File: src/rtl/sap_core.sv
// SAP-style accumulator processor: parametrised data/address width, program-load
// port, and a HALT/F0/F1/E0/E1 state machine that advances only on ce edges.
`timescale 1ns/1ps
module sap_core #(
  parameter int DATA_W = 8,
  parameter int ADDR_W = 4
) (
  input  logic              clk,
  input  logic              clr_n,
  input  logic              ce,
  input  logic              run,
  input  logic              ld_we,
  input  logic [ADDR_W-1:0] ld_addr,
  input  logic [DATA_W-1:0] ld_data,
  output logic [DATA_W-1:0] out_data,
  output logic              out_valid,
  output logic              halted,
  output logic [ADDR_W-1:0] pc,
  output logic [DATA_W-1:0] a_reg,
  output logic              cf,
  output logic              zf
);

  typedef enum logic [2:0] {S_HALT, S_F0, S_F1, S_E0, S_E1} state_t;

  localparam logic [3:0] OP_LDA = 4'h1;
  localparam logic [3:0] OP_ADD = 4'h2;
  localparam logic [3:0] OP_SUB = 4'h3;
  localparam logic [3:0] OP_STA = 4'h4;
  localparam logic [3:0] OP_LDI = 4'h5;
  localparam logic [3:0] OP_JMP = 4'h6;
  localparam logic [3:0] OP_JC  = 4'h7;
  localparam logic [3:0] OP_JZ  = 4'h8;
  localparam logic [3:0] OP_OUT = 4'hE;
  localparam logic [3:0] OP_HLT = 4'hF;

  state_t              r_state, w_next;
  logic [ADDR_W-1:0]   r_pc, r_mar;
  logic [DATA_W-1:0]   r_a, r_b, r_ir, r_out;
  logic                r_cf, r_zf, r_out_vld;
  logic [DATA_W-1:0]   r_mem [2**ADDR_W];

  logic [3:0]          w_op;
  logic [ADDR_W-1:0]   w_operand;
  logic [DATA_W-1:0]   w_mem_rd;
  logic [DATA_W:0]     w_sum;
  logic                w_mem_we;
  logic [ADDR_W-1:0]   w_mem_waddr;
  logic [DATA_W-1:0]   w_mem_wdata;
  logic                w_unused_ir_b;

  // Subtraction is two's-complement addition, so cf=1 means "no borrow".
  function automatic logic [DATA_W:0] alu(input logic [DATA_W-1:0] a,
                                          input logic [DATA_W-1:0] m,
                                          input logic sub);
    if (sub) alu = {1'b0, a} + {1'b0, ~m} + (DATA_W+1)'(1);
    else     alu = {1'b0, a} + {1'b0, m};
  endfunction

  assign w_op          = r_ir[DATA_W-1 -: 4];
  assign w_operand     = r_ir[ADDR_W-1:0];
  assign w_mem_rd      = r_mem[r_mar];
  assign w_sum         = alu(r_a, w_mem_rd, (w_op == OP_SUB));
  assign w_unused_ir_b = ^{r_ir, r_b};

  always_comb begin
    w_mem_we    = 1'b0;
    w_mem_waddr = ld_addr;
    w_mem_wdata = ld_data;
    if (r_state == S_HALT && ld_we) begin
      w_mem_we = 1'b1;
    end else if (ce && r_state == S_E1 && w_op == OP_STA) begin
      w_mem_we    = 1'b1;
      w_mem_waddr = r_mar;
      w_mem_wdata = r_a;
    end
  end

  always_ff @(posedge clk) begin
    if (w_mem_we) r_mem[w_mem_waddr] <= w_mem_wdata;
  end

  always_comb begin
    w_next = r_state;
    if (ce) begin
      case (r_state)
        S_HALT: if (run) w_next = S_F0;
        S_F0:   w_next = S_F1;
        S_F1:   w_next = S_E0;
        S_E0: begin
          case (w_op)
            OP_LDA, OP_ADD, OP_SUB, OP_STA: w_next = S_E1;
            OP_HLT:                         w_next = S_HALT;
            default:                        w_next = S_F0;
          endcase
        end
        S_E1:    w_next = S_F0;
        default: w_next = S_HALT;
      endcase
    end
  end

  always_ff @(posedge clk or negedge clr_n) begin
    if (!clr_n) r_state <= S_HALT;
    else        r_state <= w_next;
  end

  always_ff @(posedge clk or negedge clr_n) begin
    if (!clr_n) begin
      r_pc      <= '0;
      r_mar     <= '0;
      r_a       <= '0;
      r_b       <= '0;
      r_ir      <= '0;
      r_out     <= '0;
      r_cf      <= 1'b0;
      r_zf      <= 1'b0;
      r_out_vld <= 1'b0;
    end else begin
      // Evaluated every clk so the pulse stays one clk wide even with ce low.
      r_out_vld <= ce && (r_state == S_E0) && (w_op == OP_OUT);
      if (ce) begin
        case (r_state)
          S_F0: r_mar <= r_pc;
          S_F1: begin
            r_ir <= w_mem_rd;
            r_pc <= r_pc + ADDR_W'(1);
          end
          S_E0: begin
            case (w_op)
              OP_LDA, OP_ADD, OP_SUB, OP_STA: r_mar <= w_operand;
              OP_LDI: r_a   <= DATA_W'(w_operand);
              OP_JMP: r_pc  <= w_operand;
              OP_JC:  if (r_cf) r_pc <= w_operand;
              OP_JZ:  if (r_zf) r_pc <= w_operand;
              OP_OUT: r_out <= r_a;
              default: ;
            endcase
          end
          S_E1: begin
            case (w_op)
              OP_LDA: r_a <= w_mem_rd;
              OP_ADD, OP_SUB: begin
                r_a  <= w_sum[DATA_W-1:0];
                r_cf <= w_sum[DATA_W];
                r_zf <= (w_sum[DATA_W-1:0] == '0);
                r_b  <= w_mem_rd;
              end
              default: ;
            endcase
          end
          default: ;
        endcase
      end
    end
  end

  assign out_data  = r_out;
  assign out_valid = r_out_vld;
  assign halted    = (r_state == S_HALT);
  assign pc        = r_pc;
  assign a_reg     = r_a;
  assign cf        = r_cf;
  assign zf        = r_zf;

endmodule

File: config.mk
export PLATFORM = sky130hd
export DESIGN_NAME = sap_core
export DESIGN_NICKNAME = d
export VERILOG_FILES = /design/src/rtl/sap_core.sv
export SDC_FILE = /design/constraint.sdc
export NUM_CORES = 1
export LEC_CHECK = 0
export ABC_AREA = 1
export CAP_MARGIN = 20
export CORE_MARGIN = 2
export CORE_UTILIZATION = 60
export CTS_BUF_LIST = sky130_fd_sc_hd__clkbuf_8
export DETAILED_ROUTE_END_ITERATION = 10
export GPL_TIMING_DRIVEN = 0
export PLACE_DENSITY_LB_ADDON = 0.3
export SLEW_MARGIN = 20
export SYNTH_ARGS = -nofsm -noshare
export SYNTH_HDL_FRONTEND = slang
export SYNTH_SLANG_ARGS = --single-unit
File: constraint.sdc
create_clock -name clk -period 5.74 [get_ports clk]
set_input_delay 0.574 -clock clk [delete_from_list [all_inputs] [get_ports clk]]
set_output_delay 0.574 -clock clk [all_outputs]
set_load 0.01 [all_outputs]
After elaboration in Yosys (flattened, before gate mapping)

Memory sizes are Yosys's and may differ from the RTL's.
Cells that the tools add are included.

Bits in registers: 38
Bits in writable memories: 128
Input port bits: 17
Output and inout bits: 24
Word-level logic and storage cells: 76
Memories kept: 1

Memory list:

| name  | words | bits a word | rd ports | clocked after Yosys merged registers in | wr ports | RTL line | text |
|---|---|---|---|---|---|---|---|
| r_mem | 16    | 8           | 1        | 0                                       | 1        | 41       | `logic [DATA_W-1:0] r_mem [2**ADDR_W];` |

$add $sub $neg: 4
Equal/unequal tests: 21
Muxes and demuxes: 21
Bitwise gates (word level): 1
Reduce and logical (&&, ||, !) cells: 19

Operators with widths:

| operator              | count |
|---|---|
| $pmux W8 S2           | 2 |
| $mux W8               | 3 |
| $mux W4               | 5 |
| $add A8 B8 Y9         | 2 |
| $eq A4 B3 Y1 const B  | 4 |
| $pmux W4 S2           | 2 |
| $pmux W3 S5           | 1 |
| $eq A4 B4 Y1 const B  | 3 |
| $pmux W4 S3           | 1 |
| $add A9 B1 Y9 const B | 1 |
| $mux W9               | 1 |
| $reduce_and A3 Y1     | 3 |
| $eq A4 B2 Y1 const B  | 2 |
| $logic_not A8 Y1      | 1 |
| $not A8 Y8            | 1 |
| $eq A3 B2 Y1 const B  | 2 |
| $ne A3 B3 Y1 const B  | 2 |
| $pmux W3 S2           | 1 |
| $reduce_bool A2 Y1    | 3 |
| $logic_and A1 B1 Y1   | 5 |
| $reduce_and A5 Y1     | 1 |
| $add A4 B1 Y4 const B | 1 |
| $eq A4 B1 Y1 const B  | 1 |
| $mux W1               | 4 |
| other kinds (12)      | 14 |

Logic depth before layout (Yosys ltp)

Gate-level depths: netlist of run 1.

Depth in word-level cells: 7
Depth in mapped cells: 22
Gate-level depth less buffers: 22

Worst setup path before layout of run 1

OpenSTA, ideal clock, no wires.

Kind: register to register
Start: register r_mar[0]
End: register r_a[2] (netlist: a_reg[2])
Setup time: 0.122 ns
Arrival: 2.288 ns
Data required time: 5.618 ns
Setup slack: 3.329 ns
Stages on the path, launching flop included: 18
Buffers on the path: 2
Clock period less this slack: 2.411 ns
Cells stage by stage: dfrtp_1 -> buf_6 -> buf_6 -> nor2_1 -> nor2_1 -> o21ai_0 -> nand3_1 -> nand3_1 -> nand2_1 -> ha_1 -> fa_1 -> xnor2_1 -> nand2_1 -> o21ai_0 -> o21ai_0 -> inv_1 -> nand2_1 -> a21boi_1

Longest elaborated chain between the ends: 7
Elaborated cells between the ends (all ways): 8
Classes of those cells: 3 x add/sub; 3 x mux; 1 x bitwise; 1 x memory

RTL lines:

| item                     | RTL line | text |
|---|---|---|
| start: declaration       | 38       | `logic [ADDR_W-1:0] r_pc, r_mar;` |
| start signal: assignment | 124      | `S_F0: r_mar <= r_pc;` |
| start signal: assignment | 131      | `OP_LDA, OP_ADD, OP_SUB, OP_STA: r_mar <= w_operand;` |
| $mem_v2 Z16 W8 (*)       | --       |  |
| net w_mem_rd[0]          | 45       | `logic [DATA_W-1:0] w_mem_rd;` |
| $not A8 Y8               | 56       | `if (sub) alu = {1'b0, a} + {1'b0, ~m} + (DATA_W+1)'(1);` |
| $add A8 B8 Y9            | 56       |  |
| $add A9 B1 Y9            | 56       |  |
| $mux W9 (*)              | 56       |  |
| $pmux W8 S2 (*)          | 141      | `case (w_op)` |
| $pmux W8 S2 (*)          | 123      | `case (r_state)` |
| end signal: assignment   | 132      | `OP_LDI: r_a <= DATA_W'(w_operand);` |
| end signal: assignment   | 142      | `OP_LDA: r_a <= w_mem_rd;` |
| end signal: assignment   | 144      | `r_a <= w_sum[DATA_W-1:0];` |
| end: declaration         | 39       | `logic [DATA_W-1:0] r_a, r_b, r_ir, r_out;` |

The timed path passes the listed nets; every way through them passes the cells marked *.
A chain may end at the register's enable or synchronous reset.

Final worst setup path of run 1

Start: register r_mar[0]
End: register r_zf (netlist: zf)

Longest elaborated chain between the ends: 6
Elaborated cells between the ends (all ways): 7
Classes of those cells: 3 x add/sub; 1 x mux; 1 x bitwise; 1 x reduce/logical; 1 x memory

RTL lines:

| item                   | RTL line | text |
|---|---|---|
| $mem_v2 Z16 W8 (*)     | --       |  |
| net w_mem_rd[6]        | 45       |  |
| $not A8 Y8             | 56       |  |
| $add A8 B8 Y9          | 56       |  |
| $add A9 B1 Y9          | 56       |  |
| $mux W9 (*)            | 56       |  |
| $logic_not A8 Y1 (*)   | 146      | `r_zf <= (w_sum[DATA_W-1:0] == '0);` |
| end signal: assignment | 146      |  |
| end: declaration       | 40       | `logic r_cf, r_zf, r_out_vld;` |

Marks and branches as above.

==> impl_table.tex, run 1 <==
\begin{tabular}{lr}
\hline
Metric & Value \\
\hline
\multicolumn{2}{l}{\textbf{Run status}} \\
\quad Result of the run & finished clean \\
\multicolumn{2}{l}{\textbf{Critical path}} \\
\quad Cell chain of the critical path & inv\_2, clkbuf\_1, o21ai\_0, nand3\_1, nand3\_1, nand2\_1, inv\_1, ha\_1, buf\_2, nand2\_1, inv\_1, a21oi\_1, nand2\_1, nand2\_1, nand3\_1, nand2\_1, nor2\_1, nand2\_1, nand2\_1 \\
\quad Crit path max-delay cell type & sky130\_fd\_sc\_hd\_\_clkbuf\_1 \\
\quad Critical setup path kind & reg2reg \\
\quad Worst-path maximum fanout & 10 \\
\quad Crit path DAT & $\sim$3.7 ns \\
\quad Worst Path Required & 6.09 ns \\
\quad Type of destination of the critical path & flip-flop \\
\quad Peak per-stage delay on the critical path & around 0.5 ns \\
\quad Most frequent cell on the critical path & sky130\_fd\_sc\_hd\_\_nand2\_1 \\
\quad Critical Path Source Type & flip-flop \\
\multicolumn{2}{l}{\textbf{Drt}} \\
\quad Top layer reached by signal wires & met4 \\
\quad First-pass iteration count of the detailed router & 6 \\
\quad Number of nets with antenna violations after detailed routing & 0 \\
\quad WL met3 & 1990 um \\
\quad Wirelength, routed & 20,900 um \\
\quad Routed wire length per instance & 19.0 um \\
\quad DR WL met2 & 9830 um \\
\quad Average via count per standard cell & 5.76 \\
\quad Final routed DRC violation total & 0 \\
\quad 1st-iter DRT viols & 767 \\
\quad Met1 layer wirelength in the final routing & 8460 um \\
\quad Total number of vias & 6,334 \\
\multicolumn{2}{l}{\textbf{Clocking}} \\
\quad H-tree levels & 4 \\
\quad CTS tree & done \\
\quad Clock Latency Late Sink & 0.47 ns \\
\quad CTS resizes & 0 \\
\quad Sinks on Clock Net & 166 \\
\quad Number of setup buffers added after CTS & 0 \\
\quad Number of buffers created by CTS & 17 \\
\quad Clock slew seen by the registers of the worst setup and hold paths & 0.09 ns \\
\quad Clock root cell & sky130\_fd\_sc\_hd\_\_clkbuf\_8 \\
\quad Hold-fix buffers, CTS & 0 \\
\quad Number of buffers on the longest clock path & 2 \\
\multicolumn{2}{l}{\textbf{Placed design}} \\
\quad Placement-stage worst setup slack & 2.52 ns \\
\quad Placer Congestion & around 0.9 \\
\quad Placed wire-length estimate after detailed placement & 14,400 um \\
\quad Input/output buffers & 39 \\
\quad Number of cells after detailed placement & 1,068 \\
\multicolumn{2}{l}{\textbf{Timing}} \\
\quad Top achievable clock speed & 296 MHz \\
\quad Slew at the pin with the worst max-slew slack & 0.855 ns \\
\quad Worst hold margin & around 0.018 ns \\
\quad Post-Route Skew & 0.0158 ns \\
\quad Final Max Slew Viols & 0 \\
\quad Final hold vios & 0 \\
\quad Time the worst path needs with I/O delays and setup & around 3.4 ns \\
\quad Fin crit share & 58.8\% \\
\quad Setup-violating endpoint count in the final report & 0 \\
\quad Unrepaired setup endpoints after global routing & no \\
\quad Total Negative Setup Slacks & 0 ns \\
\quad Max\_slew headroom & 43.0\% \\
\quad Worst setup slack after layout & 2.37 ns \\
\multicolumn{2}{l}{\textbf{Final layout}} \\
\quad Number of flip-flops under the largest register name & 128 \\
\quad Largest register by flop count & r\_mem \\
\quad Number of fill cells in the layout & 1,031 \\
\quad Top library cells by usage in the layout, fill and taps aside & sky130\_fd\_sc\_hd\_\_nand2\_1 (190), sky130\_fd\_sc\_hd\_\_edfxtp\_1 (128), sky130\_fd\_sc\_hd\_\_nor2\_1 (119) \\
\quad Area growth, synth to finish & 13.0\% \\
\quad Leading cell type in the layout, fill and taps excluded & sky130\_fd\_sc\_hd\_\_nand2\_1 \\
\quad Number of cells in the finished layout apart from fillers & 1,100 \\
\quad Share of cells above drive strength 1 & 9.42\% \\
\quad Diode count & 0 \\
\quad Final Net Count & 948 \\
\multicolumn{2}{l}{\textbf{Die}} \\
\quad Die height & about 120 um \\
\quad Top Ports & 41 \\
\quad Placeable Area & about 13,000 um\^{}2 \\
\quad Floorplan die width & 120 um \\
\quad Total Die Area & around 14,000 um\^{}2 \\
\quad Placement Rows & 42 \\
\quad Initial cell density of the core & 61.3\% \\
\multicolumn{2}{l}{\textbf{Synth}} \\
\quad Number of flip-flops and latches in the synthesized netlist & 166 \\
\quad Ys Warns & 0 \\
\quad Syn Inst Count & roughly 850 \\
\quad Synthesized cell area & 8080 um\^{}2 \\
\quad Avg Cell Area, Syn & 9.52 um\^{}2 \\
\quad Portion of the post-synthesis area used by sequential elements & 59.3\% \\
\quad Number of different library cells in the post-synthesis netlist & 38 \\
\quad Nets in the synthesized netlist & between 800 and 900 \\
\multicolumn{2}{l}{\textbf{Flow run}} \\
\quad MaxCap Viol Count & 0 \\
\multicolumn{2}{l}{\textbf{Global routing}} \\
\quad Grt ovf & 0 \\
\quad Via count of the first global-routing pass & around 5,800 \\
\quad Number of antenna violations at the first check in global routing & 0 \\
\quad Total global-route track usage & 30.2\% \\
\quad Wire length of the first global-routing pass & 32,000 um \\
\quad Largest net degree at the start of global routing & 25 \\
\multicolumn{2}{l}{\textbf{Pwr}} \\
\quad Total power per unit cell area & 533 nW/um\^{}2 \\
\quad Peak ir drop on the vdd network & 278 uV \\
\quad Power Total & between 4 and 5 mW \\
\quad Leakage power of the design & 3.76 nW \\
\multicolumn{2}{l}{\textbf{Min path}} \\
\quad Tightest Hold Check Type & in2async \\
\hline
\end{tabular}
-- final cells by class --
class | count | area [um^2] | share of cell area (%)
Buffer | 31 | 183 | 2.00
Inverter | 83 | 317 | 3.47
Clock inverter | 15 | 125 | 1.37
Sequential cell | 166 | 4790 | 52.5
Multi-Input combinational cell | 569 | 2820 | 30.8
Timing Repair Buffer | 43 | 443 | 4.85
Tap cell | 176 | 220 | 2.41
Clock buffer | 17 | 234 | 2.56
-- through the flow --
stage / util, % / cell area (um^2)
after detailed placement: 66.5 / 8770
final: 69.2 / 9130
after CTS: 69.2 / 9130
after global placement: 65.9 / 8690
after floorplan: - / 8080
after global routing: 69.2 / 9130
-- kinds of logic (layout without fill, tap and decap cells) --
logic type / count (synthesis) / in the layout / synth area share (%)
and+or+nand+nor: 408 / 408 / 21.3
buffers and inverters: 114 / 189 / 6.18
xor gates and xnor gates: 3 / 3 / 0.325
adders and majority gates: 20 / 20 / 3.28
muxes: 1 / 1 / 0.139
DFF: 166 / 166 / 59.3
AOI/OAI and AO/OA: 137 / 137 / 9.43
-- per-layer routing --
| layer | track usage, % | vias to the layer above |
|---|---|---|
| met3 | 7.18 | 43 |
| met2 | 47.3 | 354 |
| met5 | 0 | - |
| met4 | 11.0 | 0 |
| li1 | - | 2982 |
| met1 | 41.5 | 2955 |
-- path summary, 6_finish.rpt --
path | slack, ns | end | cells past startpoint | startpoint
setup reg to reg | 2.37 | zf | 19 | r_mar[0]
hold / removal | 0.02 | r_mar[0] | 1 | clr_n
max in group asynchronous | 5.26 | a_reg[7] | 2 | clr_n
setup / recovery | 2.37 | zf | 19 | r_mar[0]
hold reg to reg | 0.49 | out_data[7] | 2 | out_data[7]
min in group clk | 0.43 | r_state[2] | 2 | ce
-- synthesized netlist by cell type (all sizes together) --
| cell | instances | area share, % |
|---|---|---|
| o21ai | 90 | 5.8 |
| nand4 | 4 | 0.31 |
| o211ai | 14 | 1.4 |
| nand3 | 83 | 5.3 |
| nand3b | 2 | 0.19 |
| mux2 | 1 | 0.14 |
| a21boi | 2 | 0.19 |
| fa | 2 | 0.50 |
| inv | 78 | 3.6 |
| a21oi | 23 | 1.4 |
| o22ai | 2 | 0.15 |
| xnor2 | 3 | 0.33 |
| a31oi | 2 | 0.15 |
| clkinv | 5 | 0.29 |
| o31ai | 2 | 0.19 |
| dfrtp | 38 | 12 |
| nor2 | 124 | 6.1 |
| o2111ai | 1 | 0.11 |
| edfxtp | 128 | 48 |
| nand2 | 194 | 9.1 |
| buf | 22 | 1.8 |
| ha | 18 | 2.8 |
| clkbuf | 9 | 0.42 |
| a21o | 1 | 0.093 |
| nor4 | 1 | 0.26 |
-- power breakdown --
| group | leakage, nW | internal [mW] | switching, mW |
|---|---|---|---|
| Combinational | 1.94 | 0.847 | 1.71 |
| Clock | 0.179 | 0.343 | 0.445 |
| Sequential | 1.64 | 1.41 | 0.112 |
-- worst max-delay path, delay by kind of cell (launching register included) --
kind	cells	cell delay, ns
and+or+nand+nor	11	1.16
AOI/OAI and AO/OA	2	0.35
adders and majority gates	1	0.27
buffers and inverters	5	1.04
DFF	1	0.45
Power figures use the tool's default switching activity.
==> inputs of run 2 (changes only) <==
- CORE_UTILIZATION: 60 -> 56
- clock period: 5.74 -> 2.92 ns (I/O delays scaled with it)
==> run 2 against run 1 <==
Against the previous run:
- the run now ends with setup timing left
- core utilization grew 1.2 points
- clock-buffer cell count grew 1
- largest power group unchanged
- die area grew 6.9%
- combinational power grew to 2.6 times the previous value
- worst setup slack lost 2.4 ns
- critical path depth shrank 2
==> impl_table.tex, run 2 (same netlist as run 1, synthesis figures left out) <==
\begin{tabular}{lr}
\hline
Metric & Value \\
\hline
\multicolumn{2}{l}{\textbf{Run status}} \\
\quad Result of the run & complete, but fails checks \\
\quad Violations in the final reports & setup timing \\
\multicolumn{2}{l}{\textbf{Final layout}} \\
\quad Number of flip-flops under the largest register name & 128 \\
\quad Final Net Count & 971 \\
\quad Leading cell type in the layout, fill and taps excluded & sky130\_fd\_sc\_hd\_\_nand2\_1 \\
\quad Number of fill cells in the layout & 976 \\
\quad Diode count & 0 \\
\quad Number of cells in the finished layout apart from fillers & 1,127 \\
\quad Area growth, synth to finish & 21.9\% \\
\quad Area of all sequential standard cells & 4800 um\^{}2 \\
\quad Share of cells above drive strength 1 & about a fifth \\
\quad Top library cells by usage in the layout, fill and taps aside & sky130\_fd\_sc\_hd\_\_nand2\_1 (169), sky130\_fd\_sc\_hd\_\_edfxtp\_1 (128), sky130\_fd\_sc\_hd\_\_nor2\_1 (112) \\
\quad Largest register by flop count & r\_mem \\
\quad Footprint of the multi-input gates & 3140 um\^{}2 \\
\multicolumn{2}{l}{\textbf{Timing}} \\
\quad Total Negative Setup Slacks & -0.0521 ns \\
\quad Final Max Slew Viols & 0 \\
\quad Final hold vios & 0 \\
\quad Slew at the pin with the worst max-slew slack & 1.09 ns \\
\quad Fin crit share & 102\% \\
\quad Worst hold margin & 0.149 ns \\
\quad Time the worst path needs with I/O delays and setup & 2.97 ns \\
\quad Setup-violating endpoint count in the final report & 1 \\
\quad Max\_slew headroom & 27.4\% \\
\quad Worst setup slack after layout & -0.0521 ns \\
\quad Post-Route Skew & 0.0193 ns \\
\quad Unrepaired setup endpoints after global routing & yes \\
\quad Top achievable clock speed & about 340 MHz \\
\multicolumn{2}{l}{\textbf{Global routing}} \\
\quad Via count of the first global-routing pass & 5,881 \\
\quad Largest net degree at the start of global routing & 28 \\
\quad Grt ovf & 0 \\
\quad Number of antenna violations at the first check in global routing & 0 \\
\quad Wire length of the first global-routing pass & 32,200 um \\
\quad Total global-route track usage & $\sim$29\% \\
\multicolumn{2}{l}{\textbf{Min path}} \\
\quad Tightest Hold Check Type & in2reg \\
\multicolumn{2}{l}{\textbf{Clocking}} \\
\quad Sinks on Clock Net & 166 \\
\quad Number of buffers created by CTS & 17 \\
\quad Clock slew seen by the registers of the worst setup and hold paths & 0.11 ns \\
\quad CTS tree & done \\
\quad Number of buffers on the longest clock path & 2 \\
\quad Clock Latency Late Sink & 0.48 ns \\
\quad H-tree levels & 4 \\
\quad Clock root cell & sky130\_fd\_sc\_hd\_\_clkbuf\_8 \\
\multicolumn{2}{l}{\textbf{Critical path}} \\
\quad Critical Path Source Type & flip-flop \\
\quad Worst Path Required & approximately 3.3 ns \\
\quad Worst-path maximum fanout & 10 \\
\quad Type of destination of the critical path & flip-flop \\
\quad Crit path DAT & roughly 3.4 ns \\
\quad Critical setup path kind & reg2reg \\
\multicolumn{2}{l}{\textbf{Pwr}} \\
\quad Combinational power share & 58.6\% \\
\quad Power Total & 11.5 mW \\
\quad NetSw & 5.43 mW \\
\quad Flop pwr share & 26.6\% \\
\quad Clock power frac & 14.8\% \\
\quad Leakage power of the design & 4.01 nW \\
\quad Total power per unit cell area & about 1200 nW/um\^{}2 \\
\quad Switching share of total power & 47.3\% \\
\quad Peak ir drop on the vdd network & around 800 uV \\
\quad Internal & 6.05 mW \\
\multicolumn{2}{l}{\textbf{Drt}} \\
\quad Average via count per standard cell & 5.94 \\
\quad Routed wire length per instance & a little over 20 um \\
\quad Total number of vias & 6,691 \\
\quad Wirelength, routed & roughly 23,000 um \\
\quad Number of nets with antenna violations after detailed routing & 0 \\
\quad Final routed DRC violation total & 0 \\
\quad First-pass iteration count of the detailed router & 6 \\
\quad 1st-iter DRT viols & 1,031 \\
\multicolumn{2}{l}{\textbf{Placed design}} \\
\quad Input/output buffers & 39 \\
\quad Placed wire-length estimate after detailed placement & 14,700 um \\
\quad Placement-stage worst setup slack & -0.358 ns \\
\quad Placer Congestion & a little over 0.9 \\
\quad Number of cells after detailed placement & 1,071 \\
\multicolumn{2}{l}{\textbf{Die}} \\
\quad Initial cell density of the core & 57.8\% \\
\quad Total Die Area & 15,400 um\^{}2 \\
\quad Placement Rows & 43 \\
\quad Placeable Area & approximately 14,000 um\^{}2 \\
\quad Floorplan die width & 124 um \\
\quad Top Ports & 41 \\
\quad Die height & 124 um \\
\multicolumn{2}{l}{\textbf{Flow run}} \\
\quad MaxCap Viol Count & 0 \\
\hline
\end{tabular}
==> run 2: cell count changes in the layout (fill, tap and decap cells not counted), moves of 17 or more <==
cell and delta:
sky130_fd_sc_hd__buf_4 +21, sky130_fd_sc_hd__nand2_1 -21, sky130_fd_sc_hd__nand2_2 +18, sky130_fd_sc_hd__nand3_1 -20
sky130_fd_sc_hd__nand3_2 +20, sky130_fd_sc_hd__o21ai_0 -17
==> run 2: layer usage <==
metal | vias to the layer above | share of wire, % | GRT usage (%)
met5 | - | 0 | 0
met4 | 0 | 4.0 | 12.6
li1 | 3040 | - | -
met3 | 78 | 11 | 6.91
met2 | 445 | 47 | 44.6
met1 | 3128 | 38 | 40.2
==> run 2: what timing repair did <==
action	4_1_cts	5_1_grt
endpoints found under the hold margin	17	0
pin swaps	3	46
resized for setup	36	106
hold buffers	1	0
setup buffers	5	14
endpoints found under the setup margin	9	9
gates cloned	0	5
==> run 2: area by class of cell <==
class | instances | share of cell area, %
inverters | 83 | 3.37
repair inverters | 1 | 0.0508
well taps | 180 | 2.29
flip-flops and latches | 166 | 48.7
clock buffers | 18 | 2.51
plain buffers | 30 | 2.64
repair buffers | 66 | 6.83
multi-input cells | 569 | 31.8
clock inverters | 14 | 1.78
==> run 2: power by group through the flow <==
stage | Sequential, mW | Combinational, mW | Clock (mW)
after floorplan | 3.01 | 3.40 | 0
after global placement | 3.03 | 4.81 | 0
after detailed placement | 3.03 | 4.93 | 0
after CTS | 3.01 | 5.16 | 1.69
after global routing | 3.09 | 7.23 | 1.79
final | 3.05 | 6.73 | 1.70
==> run 2: stage by stage <==
step,util [%],instance area [um^2]
6_report,70.4,9850
5_1_grt,70.4,9850
4_1_cts,66.5,9310
3_5_place_dp,62.6,8750
3_3_place_gp,62.2,8700
2_1_floorplan,-,8080
==> run 2: path summary, 6_finish.rpt <==
check                       startpoint  slack, ns     endpoint  cells after the start
max in group asynchronous        clr_n       2.23     r_mar[1]                      3
min in group asynchronous        clr_n       0.22        pc[2]                      2
max                           r_mar[0]      -0.05           zf                     17
min reg2reg                out_data[7]       0.50  out_data[7]                      2
max reg2reg                   r_mar[0]      -0.05           zf                     17
min                                 ce       0.15   r_state[2]                      2
==> run 2: critical path: stages, from the launching register on <==
cell	delay, ns
sky130_fd_sc_hd__dfrtp_2	0.51
sky130_fd_sc_hd__buf_4	0.17
sky130_fd_sc_hd__clkbuf_4	0.21
sky130_fd_sc_hd__o21ai_1	0.21
sky130_fd_sc_hd__nand3_1	0.16
sky130_fd_sc_hd__nand3_2	0.15
sky130_fd_sc_hd__nand2_2	0.10
sky130_fd_sc_hd__buf_4	0.15
sky130_fd_sc_hd__fa_2	0.43
sky130_fd_sc_hd__inv_1	0.09
sky130_fd_sc_hd__nand2_1	0.09
sky130_fd_sc_hd__o21ai_2	0.10
sky130_fd_sc_hd__nand2_1	0.08
sky130_fd_sc_hd__nor2_2	0.12
sky130_fd_sc_hd__nand3_2	0.09
sky130_fd_sc_hd__nor2_4	0.12
sky130_fd_sc_hd__nand2_1	0.06
sky130_fd_sc_hd__nand2_1	0.05
==> inputs of run 3 (changes only) <==
- GPL_ROUTABILITY_DRIVEN: unset -> 0
==> run 3 against run 2 <==
Against the previous run:
- the flow now finishes without violations
- combinational power down 11%
- global-route usage shrank 0.53 points
- clock skew shrank 0.0063 ns
- worst hold slack worse by 0.036 ns
- clock-buffer cell count decreased by 1
- clock power hardly changed
- register-to-register slack better by 0.06 ns
- critical path depth increased by 1
- die area did not move
- flip-flop and latch count unchanged
- worst setup slack gained 0.057 ns
- critical endpoint unchanged
- largest power group unchanged
==> impl_table.tex, run 3 (same netlist as run 1, synthesis figures left out) <==
\begin{tabular}{lr}
\hline
Metric & Value \\
\hline
\multicolumn{2}{l}{\textbf{Timing}} \\
\quad Max\_slew headroom & 36.5\% \\
\quad Final hold vios & 0 \\
\quad Post-Route Skew & 0.0129 ns \\
\quad Final Max Slew Viols & 0 \\
\quad Total Negative Setup Slacks & 0 ns \\
\quad Fin crit share & around 100\% \\
\quad Top achievable clock speed & around 340 MHz \\
\quad Time the worst path needs with I/O delays and setup & 2.91 ns \\
\quad Setup-violating endpoint count in the final report & 0 \\
\quad Slew at the pin with the worst max-slew slack & 0.950 ns \\
\multicolumn{2}{l}{\textbf{Critical path}} \\
\quad Critical R2R Capture & zf \\
\quad Most frequent cell on the critical path & sky130\_fd\_sc\_hd\_\_nand2\_1 \\
\quad Worst-path maximum fanout & 7 \\
\quad Critical setup path kind & reg2reg \\
\quad Depth of the worst register-to-register path & 18 \\
\quad Peak per-stage delay on the critical path & 0.48 ns \\
\quad Register-to-register path setup slack & 0.005 ns \\
\quad Capture point of the critical path & zf \\
\quad Worst Path Required & 3.34 ns \\
\quad Critical Path Source Type & flip-flop \\
\quad Worst reg2reg startpoint & r\_mar[0] \\
\quad Critical path buffer and inverter count & 3 \\
\quad Levels on crit path & 18 \\
\quad Kind of cell adding the most delay to the critical path & simple AND/OR/NAND/NOR gates \\
\quad Type of destination of the critical path & flip-flop \\
\quad Launch point of the worst path & r\_mar[0] \\
\quad Crit path max-delay cell type & sky130\_fd\_sc\_hd\_\_dfrtp\_2 \\
\quad Cell chain of the critical path & buf\_12, buf\_12, nor2\_2, nor2\_1, o21ai\_0, nand3\_1, nand3\_2, nand2\_4, ha\_2, inv\_2, fa\_2, o21ai\_2, nand2\_1, nor2\_2, nand3\_1, nor2\_1, nand2\_1, nand2\_1 \\
\quad Crit path DAT & 3.34 ns \\
\multicolumn{2}{l}{\textbf{Die}} \\
\quad Placeable Area & 14,000 um\^{}2 \\
\quad Initial cell density of the core & between 50\% and 60\% \\
\quad Placement Rows & 43 \\
\quad Floorplan die width & about 120 um \\
\quad Total Die Area & 15,400 um\^{}2 \\
\quad Top Ports & roughly 40 \\
\quad Die height & 124 um \\
\multicolumn{2}{l}{\textbf{Clocking}} \\
\quad Number of buffers on the longest clock path & 2 \\
\quad Sinks on Clock Net & 166 \\
\quad H-tree levels & 4 \\
\quad CTS tree & done \\
\quad Clock Latency Late Sink & 0.48 ns \\
\quad Clock slew seen by the registers of the worst setup and hold paths & 0.10 ns \\
\quad Clock root cell & sky130\_fd\_sc\_hd\_\_clkbuf\_8 \\
\quad Number of buffers created by CTS & 17 \\
\multicolumn{2}{l}{\textbf{Drt}} \\
\quad Number of nets with antenna violations after detailed routing & 0 \\
\quad 1st-iter DRT viols & 761 \\
\quad First-pass iteration count of the detailed router & 6 \\
\quad Total number of vias & around 6,600 \\
\quad Wirelength, routed & $\sim$22,000 um \\
\quad Routed wire length per instance & 19.6 um \\
\quad Average via count per standard cell & 5.90 \\
\quad Final routed DRC violation total & 0 \\
\multicolumn{2}{l}{\textbf{Placed design}} \\
\quad Cell area after placement & 8770 um\^{}2 \\
\quad Input/output buffers & 39 \\
\quad Placed wire-length estimate after detailed placement & 14,700 um \\
\multicolumn{2}{l}{\textbf{Final layout}} \\
\quad Share of cells above drive strength 1 & between 15 and 20\% \\
\quad Final Net Count & 963 \\
\quad Diode count & 0 \\
\quad Post-route standard cell area excluding fillers & 9620 um\^{}2 \\
\quad Post-Route Utilization & 68.7\% \\
\quad Area growth, synth to finish & 19.0\% \\
\quad Leading cell type in the layout, fill and taps excluded & sky130\_fd\_sc\_hd\_\_nand2\_1 \\
\quad Largest register by flop count & r\_mem \\
\quad Number of flip-flops under the largest register name & about 130 \\
\quad Top library cells by usage in the layout, fill and taps aside & sky130\_fd\_sc\_hd\_\_nand2\_1 (184), sky130\_fd\_sc\_hd\_\_edfxtp\_1 (128), sky130\_fd\_sc\_hd\_\_nor2\_1 (111) \\
\multicolumn{2}{l}{\textbf{Global routing}} \\
\quad Wire length of the first global-routing pass & 31,700 um \\
\quad Largest net degree at the start of global routing & 32 \\
\quad Via count of the first global-routing pass & 5,881 \\
\quad Grt ovf & 0 \\
\quad Number of antenna violations at the first check in global routing & 0 \\
\quad Total global-route track usage & 28.7\% \\
\multicolumn{2}{l}{\textbf{Min path}} \\
\quad Tightest Hold Check Type & in2reg \\
\quad Hold Path Depth & 2 \\
\multicolumn{2}{l}{\textbf{Run status}} \\
\quad Result of the run & finished clean \\
\multicolumn{2}{l}{\textbf{Pwr}} \\
\quad Leakage power of the design & 3.94 nW \\
\quad Peak ir drop on the vdd network & approximately 580 uV \\
\quad Total power per unit cell area & 1120 nW/um\^{}2 \\
\multicolumn{2}{l}{\textbf{Flow run}} \\
\quad MaxCap Viol Count & 0 \\
\hline
\end{tabular}
==> run 3: changes by cell type in the layout (fill, tap and decap cells not counted), sizes merged <==
cell and delta:
buf -4, bufinv +2, clkbuf -5, clkinv -3, clkinvlp +3, inv -1
==> run 3: what timing repair did <==
action                     4_1_cts  5_1_grt
hold buffers                     1        0
hold endpoints to repair        38        0
setup buffers                    0       10
pin swaps                        0       34
gates cloned                     0        4
gates resized for setup         22       82
setup endpoints to repair        9        9
==> run 3: metal layers <==
layer | GRT usage, % | up-vias | part of all wire [%]
li1 | - | 3026 | -
met1 | 39.1 | 3151 | 39
met2 | 45.6 | 366 | 48
met3 | 5.63 | 54 | 10
met4 | 11.1 | 0 | 2.7
met5 | 0 | - | 0
==> run 3: how the worst min path moves through the flow <==
stage                     start     endpoint  slack [ns]
floorplan                 clr_n     a_reg[0]      -0.004
global placement    out_data[7]  out_data[7]        0.47
detailed placement        clr_n        pc[3]        0.16
CTS                          ce   r_state[2]        0.11
global route                 ce   r_state[2]        0.13
finish                       ce   r_state[2]        0.11
==> run 3: power breakdown <==
| part | switching, mW | total, mW | internal (mW) | leakage, nW |
|---|---|---|---|---|
| registers | 0.278 | 3.04 | 2.76 | 1.64 |
| logic | 3.71 | 5.97 | 2.26 | 2.10 |
| clock network | 0.933 | 1.71 | 0.782 | 0.200 |
==> run 3: cell type report <==
cell class / count / area (um^2)
clock buffer: 17 / 234
timing repair inverter: 1 / 5.00
inverter: 83 / 330
tap: 180 / 225
timing repair buffer: 59 / 607
clock inverter: 15 / 169
sequential: 166 / 4800
multi-input combinational: 569 / 2990
fill: 1036 / 4370
buffer: 29 / 262
==> run 3: per-stage QoR <==
stage          hold WS, ns  total power [mW]  setup slack, ns  cells
3_3_place_gp         0.470              7.79           -0.546   1068
6_report             0.113              10.7          0.00528   1119
2_1_floorplan     -0.00359              6.41            0.509    849
4_1_cts              0.114              9.67          0.00326   1107
5_1_grt              0.127              11.4          -0.0824   1119
3_5_place_dp         0.157              7.91           -0.268   1074
